`config.mk`:
```
export PLATFORM = sky130hd
export DESIGN_NAME = act_bank_sched
export DESIGN_NICKNAME = d
export VERILOG_FILES = /design/src/rtl/gb_pkg.sv /design/src/rtl/gb_role_rotator.sv /design/src/rtl/act_bank_sched.sv
export SDC_FILE = /design/constraint.sdc
export NUM_CORES = 1
export LEC_CHECK = 0
export ABC_CLOCK_PERIOD_IN_PS = 5400
export BUFFER_PORTS_ARGS = -buffer_cell sky130_fd_sc_hd__buf_2
export CAP_MARGIN = 30
export CELL_PAD_IN_SITES_DETAIL_PLACEMENT = 0
export CELL_PAD_IN_SITES_GLOBAL_PLACEMENT = 1
export CORE_ASPECT_RATIO = 0.7
export CORE_MARGIN = 2
export CORE_UTILIZATION = 42
export DETAILED_ROUTE_END_ITERATION = 8
export PLACE_DENSITY_LB_ADDON = 0.08
export SLEW_MARGIN = 20
export SYNTH_ARGS = -nofsm -noshare
export SYNTH_HDL_FRONTEND = slang
export SYNTH_SLANG_ARGS = --single-unit
```
`constraint.sdc`:
```
create_clock -name clock -period 5.4 [get_ports clock]
set_clock_uncertainty 0.2 [all_clocks]
set_input_delay 0.54 -clock clock [delete_from_list [all_inputs] [get_ports clock]]
set_output_delay 0.54 -clock clock [all_outputs]
set_load 0.01 [all_outputs]
```
`src/rtl/gb_pkg.sv`:
```
// Shared types for the global-buffer bank scheduler: bank counts,
// bank-index types and the scheduler FSM state encoding.
package gb_pkg;

  localparam int GB_NUM_ACT_BANK = 3;
  localparam int GB_NUM_WGT_BANK = 2;

  typedef logic [$clog2(GB_NUM_ACT_BANK)-1:0] act_sel_t;
  typedef logic [$clog2(GB_NUM_WGT_BANK)-1:0] wgt_sel_t;

  typedef enum logic [2:0] {
    ST_IDLE,
    ST_LAUNCH,
    ST_RUN,
    ST_ROTATE,
    ST_FINISH
  } sched_state_t;

endpackage

```
`src/rtl/gb_role_rotator.sv`:
```
// Register ring holding one bank index per role. On each rotate strobe
// role i takes the bank previously held by role i+1 (wrapping), so with
// three roles r<-w, w<-d, d<-r, and with two roles the pair swaps.
// After reset role i holds bank i.
module gb_role_rotator #(
  parameter int N = 3,
  parameter int W = 2
) (
  input  logic                clock,
  input  logic                reset,
  input  logic                rotate,
  output logic [N-1:0][W-1:0] sel
);

  logic [N-1:0][W-1:0] sel_reg;

  // Load identity mapping on reset, shift the ring by one role per strobe.
  always_ff @(posedge clock) begin
    if (reset) begin
      for (int i = 0; i < N; i++) begin
        sel_reg[i] <= W'(i);
      end
    end else if (rotate) begin
      for (int i = 0; i < N; i++) begin
        sel_reg[i] <= sel_reg[(i + 1) % N];
      end
    end
  end

  assign sel = sel_reg;

endmodule

```
`src/rtl/act_bank_sched.sv`:
```
// Layer-by-layer scheduler for a triple-buffered activation store and a
// double-buffered weight store. Each layer launches MAC and DRAM work
// together, waits for both completions, then rotates bank roles.
module act_bank_sched
  import gb_pkg::*;
#(
  parameter int NUM_ACT_BANK = GB_NUM_ACT_BANK,
  parameter int NUM_WGT_BANK = GB_NUM_WGT_BANK,
  parameter int LAYER_W      = 8
) (
  input  logic               clock,
  input  logic               reset,
  input  logic               cfg_valid,
  output logic               cfg_ready,
  input  logic [LAYER_W-1:0] cfg_layers,
  output logic               mac_go,
  input  logic               mac_done,
  output logic               dram_go,
  input  logic               dram_done,
  output act_sel_t           act_rsel,
  output act_sel_t           act_wsel,
  output act_sel_t           act_dsel,
  output wgt_sel_t           wgt_rsel,
  output wgt_sel_t           wgt_wsel,
  output logic [LAYER_W-1:0] layer_idx,
  output logic               busy,
  output logic               done
);

  sched_state_t       state_reg;
  logic               cfg_ready_reg;
  logic               go_reg;
  logic               done_reg;
  logic               busy_reg;
  logic               mac_seen_reg;
  logic               dram_seen_reg;
  logic [LAYER_W-1:0] layer_idx_reg;
  logic [LAYER_W-1:0] cfg_layers_reg;
  logic [LAYER_W:0]   layer_idx_inc;
  logic               pair_done;
  logic               rotate;

  logic [NUM_ACT_BANK-1:0][$bits(act_sel_t)-1:0] act_sel;
  logic [NUM_WGT_BANK-1:0][$bits(wgt_sel_t)-1:0] wgt_sel;

  // One extra bit so the last layer of a full-range job cannot wrap.
  assign layer_idx_inc = {1'b0, layer_idx_reg} + (LAYER_W + 1)'(1);
  // Completion of the pair counts a pulse arriving in this very cycle.
  assign pair_done     = (mac_seen_reg | mac_done) & (dram_seen_reg | dram_done);
  assign rotate        = (state_reg == ST_ROTATE);

  // Scheduler FSM with all handshake outputs registered alongside the state.
  always_ff @(posedge clock) begin
    if (reset) begin
      state_reg      <= ST_IDLE;
      cfg_ready_reg  <= 1'b1;
      go_reg         <= 1'b0;
      done_reg       <= 1'b0;
      busy_reg       <= 1'b0;
      mac_seen_reg   <= 1'b0;
      dram_seen_reg  <= 1'b0;
      layer_idx_reg  <= '0;
      cfg_layers_reg <= '0;
    end else begin
      go_reg   <= 1'b0;
      done_reg <= 1'b0;
      case (state_reg)
        ST_IDLE: begin
          if (cfg_valid) begin
            cfg_layers_reg <= cfg_layers;
            layer_idx_reg  <= '0;
            cfg_ready_reg  <= 1'b0;
            busy_reg       <= 1'b1;
            if (cfg_layers != '0) begin
              state_reg <= ST_LAUNCH;
              go_reg    <= 1'b1;
            end else begin
              state_reg <= ST_FINISH;
              done_reg  <= 1'b1;
            end
          end
        end
        ST_LAUNCH: begin
          mac_seen_reg  <= 1'b0;
          dram_seen_reg <= 1'b0;
          state_reg     <= ST_RUN;
        end
        ST_RUN: begin
          mac_seen_reg  <= mac_seen_reg | mac_done;
          dram_seen_reg <= dram_seen_reg | dram_done;
          if (pair_done) begin
            state_reg <= ST_ROTATE;
          end
        end
        ST_ROTATE: begin
          layer_idx_reg <= layer_idx_inc[LAYER_W-1:0];
          if (layer_idx_inc < {1'b0, cfg_layers_reg}) begin
            state_reg <= ST_LAUNCH;
            go_reg    <= 1'b1;
          end else begin
            state_reg <= ST_FINISH;
            done_reg  <= 1'b1;
          end
        end
        ST_FINISH: begin
          state_reg     <= ST_IDLE;
          cfg_ready_reg <= 1'b1;
          busy_reg      <= 1'b0;
        end
        default: begin
          state_reg     <= ST_IDLE;
          cfg_ready_reg <= 1'b1;
          busy_reg      <= 1'b0;
        end
      endcase
    end
  end

  gb_role_rotator #(
    .N(NUM_ACT_BANK),
    .W($bits(act_sel_t))
  ) u_act_rot (
    .clock (clock),
    .reset (reset),
    .rotate(rotate),
    .sel   (act_sel)
  );

  gb_role_rotator #(
    .N(NUM_WGT_BANK),
    .W($bits(wgt_sel_t))
  ) u_wgt_rot (
    .clock (clock),
    .reset (reset),
    .rotate(rotate),
    .sel   (wgt_sel)
  );

  assign cfg_ready = cfg_ready_reg;
  assign mac_go    = go_reg;
  assign dram_go   = go_reg;
  assign done      = done_reg;
  assign busy      = busy_reg;
  assign layer_idx = layer_idx_reg;
  assign act_rsel  = act_sel[0];
  assign act_wsel  = act_sel[1];
  assign act_dsel  = act_sel[2];
  assign wgt_rsel  = wgt_sel[0];
  assign wgt_wsel  = wgt_sel[1];

endmodule

```
Word level (Yosys, flattened, before mapping)
Index checks and enable logic that the tools add are counted.

Multiplexer cells: 21. Add/sub/neg operators: 1. $lt $le $gt $ge: 1. Bitwise gates (word level): 4. Reductions and logical operators: 9. Eq/ne operators: 5.

Operator list (number): one-hot mux 8 bit (2 select lines) (1); two-way mux 3 bit (4); one-hot mux 1 bit (2 select lines) (6); one-hot mux 3 bit (4 select lines) (1); adder 8 x 1 -> 9 bit (second input constant) (1); less-than comparator 9 x 8 -> 1 bit (1); two-way mux 1 bit (8); two-way mux 8 bit (1); AND reduction 2 bit (4); nonzero test 8 bit (1); == test 3 x 2 -> 1 bit (second input constant) (2); != test 2 bit (second input constant) (2); nonzero test 2 bit (2); == test 3 x 1 -> 1 bit (second input constant) (1); logical NOT 3 bit (1); OR reduction 3 bit (1); bitwise OR 1 bit (2); bitwise AND 1 bit (1); inverter 1 bit (1).

Input port bits: 13. Word-level logic and storage cells: 55. Output and inout bits: 21. Flip-flop bits (word level): 33.

Logic depth before layout (Yosys ltp)
Depth after elaboration: 4. Gate-level depth with buffers: 9. Depth with buffers taken out: 9.

By module
A second synthesis with hierarchy kept.

Cells, all modules: 198. Area total of the unflattened synthesis: 1655.3 sq um.

By module, submodules not included: act_bank_sched (times used 1, seq. area each 500.5 sq um, cells an instance 173, area an instance 1370.1 sq um); gb_role_rotator at u_act_rot (times used 1, seq. area each 120.1 sq um, cells an instance 19, area an instance 216.5 sq um); gb_role_rotator at u_wgt_rot (times used 1, seq. area each 40.0 sq um, cells an instance 6, area an instance 68.8 sq um).

Least setup slack after synthesis
No wires, ideal clock.

Path kind: flip-flop to flip-flop. Start: register layer_idx_reg[0] (netlist: layer_idx[0]). End: register go_reg (netlist: dram_go). Slack: 2.758 ns. Data arrival time: 2.372 ns. Period minus slack after synthesis: 2.642 ns. Stages on the path, launching flop included: 10. Setup time: 0.070 ns. Path buffers: 0. Required time: 5.130 ns. Path through: dfxtp_1 > ha_1 > and3_1 > nand3_1 > xnor2_1 > ha_1 > a21o_1 > a221o_1 > or3_1 > a21oi_1.

Word-level cells in the longest chain between the ends: 4.

Ends and longest elaborated chain: from (decl) (line act_bank_sched.sv:37) `logic [LAYER_W-1:0] layer_idx_reg;`; from (signal assigned) (line act_bank_sched.sv:96) `layer_idx_reg <= layer_idx_inc[LAYER_W-1:0];`; adder 8 x 1 -> 9 bit (line act_bank_sched.sv:47) `assign layer_idx_inc = {1'b0, layer_idx_reg} + (LAYER_W + 1)'(1);`; less-than comparator 9 x 8 -> 1 bit (line act_bank_sched.sv:97) `if (layer_idx_inc < {1'b0, cfg_layers_reg}) begin`; two-way mux 1 bit (line act_bank_sched.sv:97); one-hot mux 1 bit (2 select lines) (line act_bank_sched.sv:67) `case (state_reg)`; to (signal assigned) (line act_bank_sched.sv:65) `go_reg <= 1'b0;`; to (signal assigned) (line act_bank_sched.sv:76) `go_reg <= 1'b1;`; to (signal assigned) (line act_bank_sched.sv:99) `go_reg <= 1'b1;`; to (decl) (line act_bank_sched.sv:32) `logic go_reg;`.

No other way between the ends. A chain may end at the register's enable or synchronous reset.

Final worst setup path
Same ends and word-level chain as after synthesis.

==> results.toml <==
[power_and_ir_drop]
switching_power_uw = 164
swShare_pct = 26.6
powerDensity_mw_per_mm2 = 331
power_frac_clock_pct = 39.3
p_int_uw = 450
share_seq_of_total_power_pct = 45.3
p_leak_nw = 0.793
p_comb_share_pct = 15.4
irDropWorstVdd_v = 0.000171

[drt]
wl_per_cell_um = 13.4
dr.first_iter.drc_count = 105
antenna_left = 0
drtPass1Iterations = 4
vias = 1415
wl_um = 3710
post-route-drc-count = 0
drt-vias-per-instance = 5.11

[clock_tree]
cts_made_buffers = 5
ctsLongestPathBuffers = 2
h-tree-depth = 2
clkLatencyLatePin_ps = 290
cts.sink_count = 33
cts_tree = "built"
clk_pin_slew_ps = 70
cts_resized = 0
holdBufCountCts = 0
cts_root_buf = "clkbuf_8"
cts_setup_buffers = 0

[global_routing]
overflow = 0
grt_max_degree = 30
antenna_found_initial = 0
grt_pass1_vias = 1271
grt_pass1_wl_um = 6180
grt_use_total_pct = 18.5

[die]
fp.dieH_um = 55.2
dieArea_mm2 = 0.00426
core_mm2 = 0.00356
rows = 18
start_util_pct = 44.3
die_x_um = 77.2
io_pins = 34

[synth]
synth_cells = 196
syn-cell-area_mm2 = 0.00158
ys_seq_area_share_pct = 41.9
synth_nets = 217
synth.avg_cell_area_um2 = 8.04
yosysWarnings = 0
ys_types = 36
ys_seq_elements = 33

[layout]
design.final.nets = 247
fillerInstances = 377
n_antenna_cell = 0
final_cells = 277
final_util_pct = 52.2
area_growth_syn_to_layout_pct = 17.9
drive_gt1_share_pct = 19.4

[critical_path]
cp_max_fo = 7
reg2reg_slack_ps = 2600
critical_path_class = "reg2reg"
endpoint_kind = "flop"
startpoint_type = "flop"
required_ps = 5420
arrival_ps = 2820

[sta]
max_freq_mhz = 357
max-slew-margin-rel_pct = 64.3
rsz0062_at_grt = "false"
finalHoldViolCount = 0
setup_viol = 0
worstMarginPinSlew_ps = 535
fin_ws_ps = 2600
finalCriticalPeriod_ps = 2800
finalMaxSlewViolations = 0
holdWs_ps = 260
finalCritPeriodShare_pct = 51.9
finalSetupTns_ps = 0

[placement]
pre_cts_ws_ps = 2610
port_buffers = 33
dp_cells = 269
dpl.hpwl_um = 2720
gp_congestion = 0.852

[worst_hold_path]
hp-class = "reg2reg"

[job]
drv_cap = 0

[outcome]
status = "completed"
logic make-up after synthesis:
group / count (synthesis) / share of synthesized area (%)
compound gates: 45 / 16.6
xor+xnor: 7 / 3.89
fa+ha+maj: 8 / 6.35
buf+inv: 20 / 6.43
flops: 33 / 41.9
simple gates: 83 / 24.8
critical path, stage by stage (launching register included):
cell and delay [ps]:
dfxtp_1 430, ha_1 270, and3_1 240, nand3_1 120, xnor2_1 230, ha_1 290
a21o_1 160, a221o_1 350, or3_1 330, a21oi_1 130
power groups by stage:
stage,Clock (mW),Sequential (mW),Combinational [mW]
6_report,0.241,0.278,0.0946
5_1_grt,0.255,0.281,0.109
4_1_cts,0.244,0.278,0.0959
3_5_place_dp,0,0.283,0.0949
3_3_place_gp,0,0.282,0.0923
2_1_floorplan,0,0.278,0.0758
metal layers:
| layer | track usage [%] | up-vias | share of wire (%) |
|---|---|---|---|
| met2 | 26.5 | 38 | 42 |
| met1 | 26.9 | 651 | 51 |
| li1 | - | 724 | - |
| met3 | 5.56 | 2 | 6.4 |
| met5 | 0 | - | 0 |
| met4 | 5.36 | 0 | 0.51 |
final cells by class:
type	instances	area [um^2]	area share (%)
Clock buffer	7	86.3	4.65
Clock inverter	1	30.0	1.62
Inverter	9	33.8	1.82
Multi-Input combinational cell	143	813	43.8
Sequential cell	33	661	35.6
Tap cell	50	62.6	3.37
Timing Repair Buffer	34	170	9.16
path summary, 6_finish.rpt:
check                           cells past startpoint                           start                              to
worst max-delay path                                9       layer_idx[0]$_SDFFE_PP0P_              dram_go$_SDFF_PP0_
worst max register to register                      9       layer_idx[0]$_SDFFE_PP0P_              dram_go$_SDFF_PP0_
worst min register to register                      2  cfg_layers_reg[4]$_SDFFE_PP0P_  cfg_layers_reg[4]$_SDFFE_PP0P_
worst min-delay path                                2  cfg_layers_reg[4]$_SDFFE_PP0P_  cfg_layers_reg[4]$_SDFFE_PP0P_
per-stage QoR:
stage | cell area, um^2 | power [mW]
after floorplan | 1580 | 0.353
after global placement | 1740 | 0.374
after global routing | 1860 | 0.645
after CTS | 1860 | 0.618
final | 1860 | 0.614
after detailed placement | 1740 | 0.378
cell usage after synthesis, drive strengths merged:
library cell  number  area (um^2)
xnor2              4         35.0
or4                2         15.0
a31oi              1         6.26
ha                 8          100
clkbuf             4         15.0
nand3b             5         41.3
inv                9         33.8
dfxtp             33          661
a211oi             1         7.51
o21ai              8         40.0
nor3b              1         7.51
or3                2         12.5
nor2b              2         12.5
o221ai             1         8.76
buf                7         52.5
nand2             40          153
a221o              1         10.0
xor2               3         26.3
nand3              5         25.0
nor3               3         15.0
nand2b             2         12.5
o21a               3         22.5
and2               1         6.26
a21o               1         7.51
or4b               1         13.8
a21oi             24          120
nand4              1         6.26
nor2              17         63.8
a22oi              4         30.0
and3               1         6.26
o2111ai            1         8.76
cell usage in the layout, fill, tap and decap left out, drive strengths merged, types with 3 or more instances in the layout:
master / n
a21oi: 24
a22oi: 4
buf: 34
clkbuf: 7
dfxtp: 33
ha: 8
inv: 9
nand2: 40
nand3: 5
nand3b: 5
nor2: 17
nor3: 3
o21a: 3
o21ai: 8
xnor2: 4
xor2: 3
No activity file was read; power rests on OpenSTA's default activity.
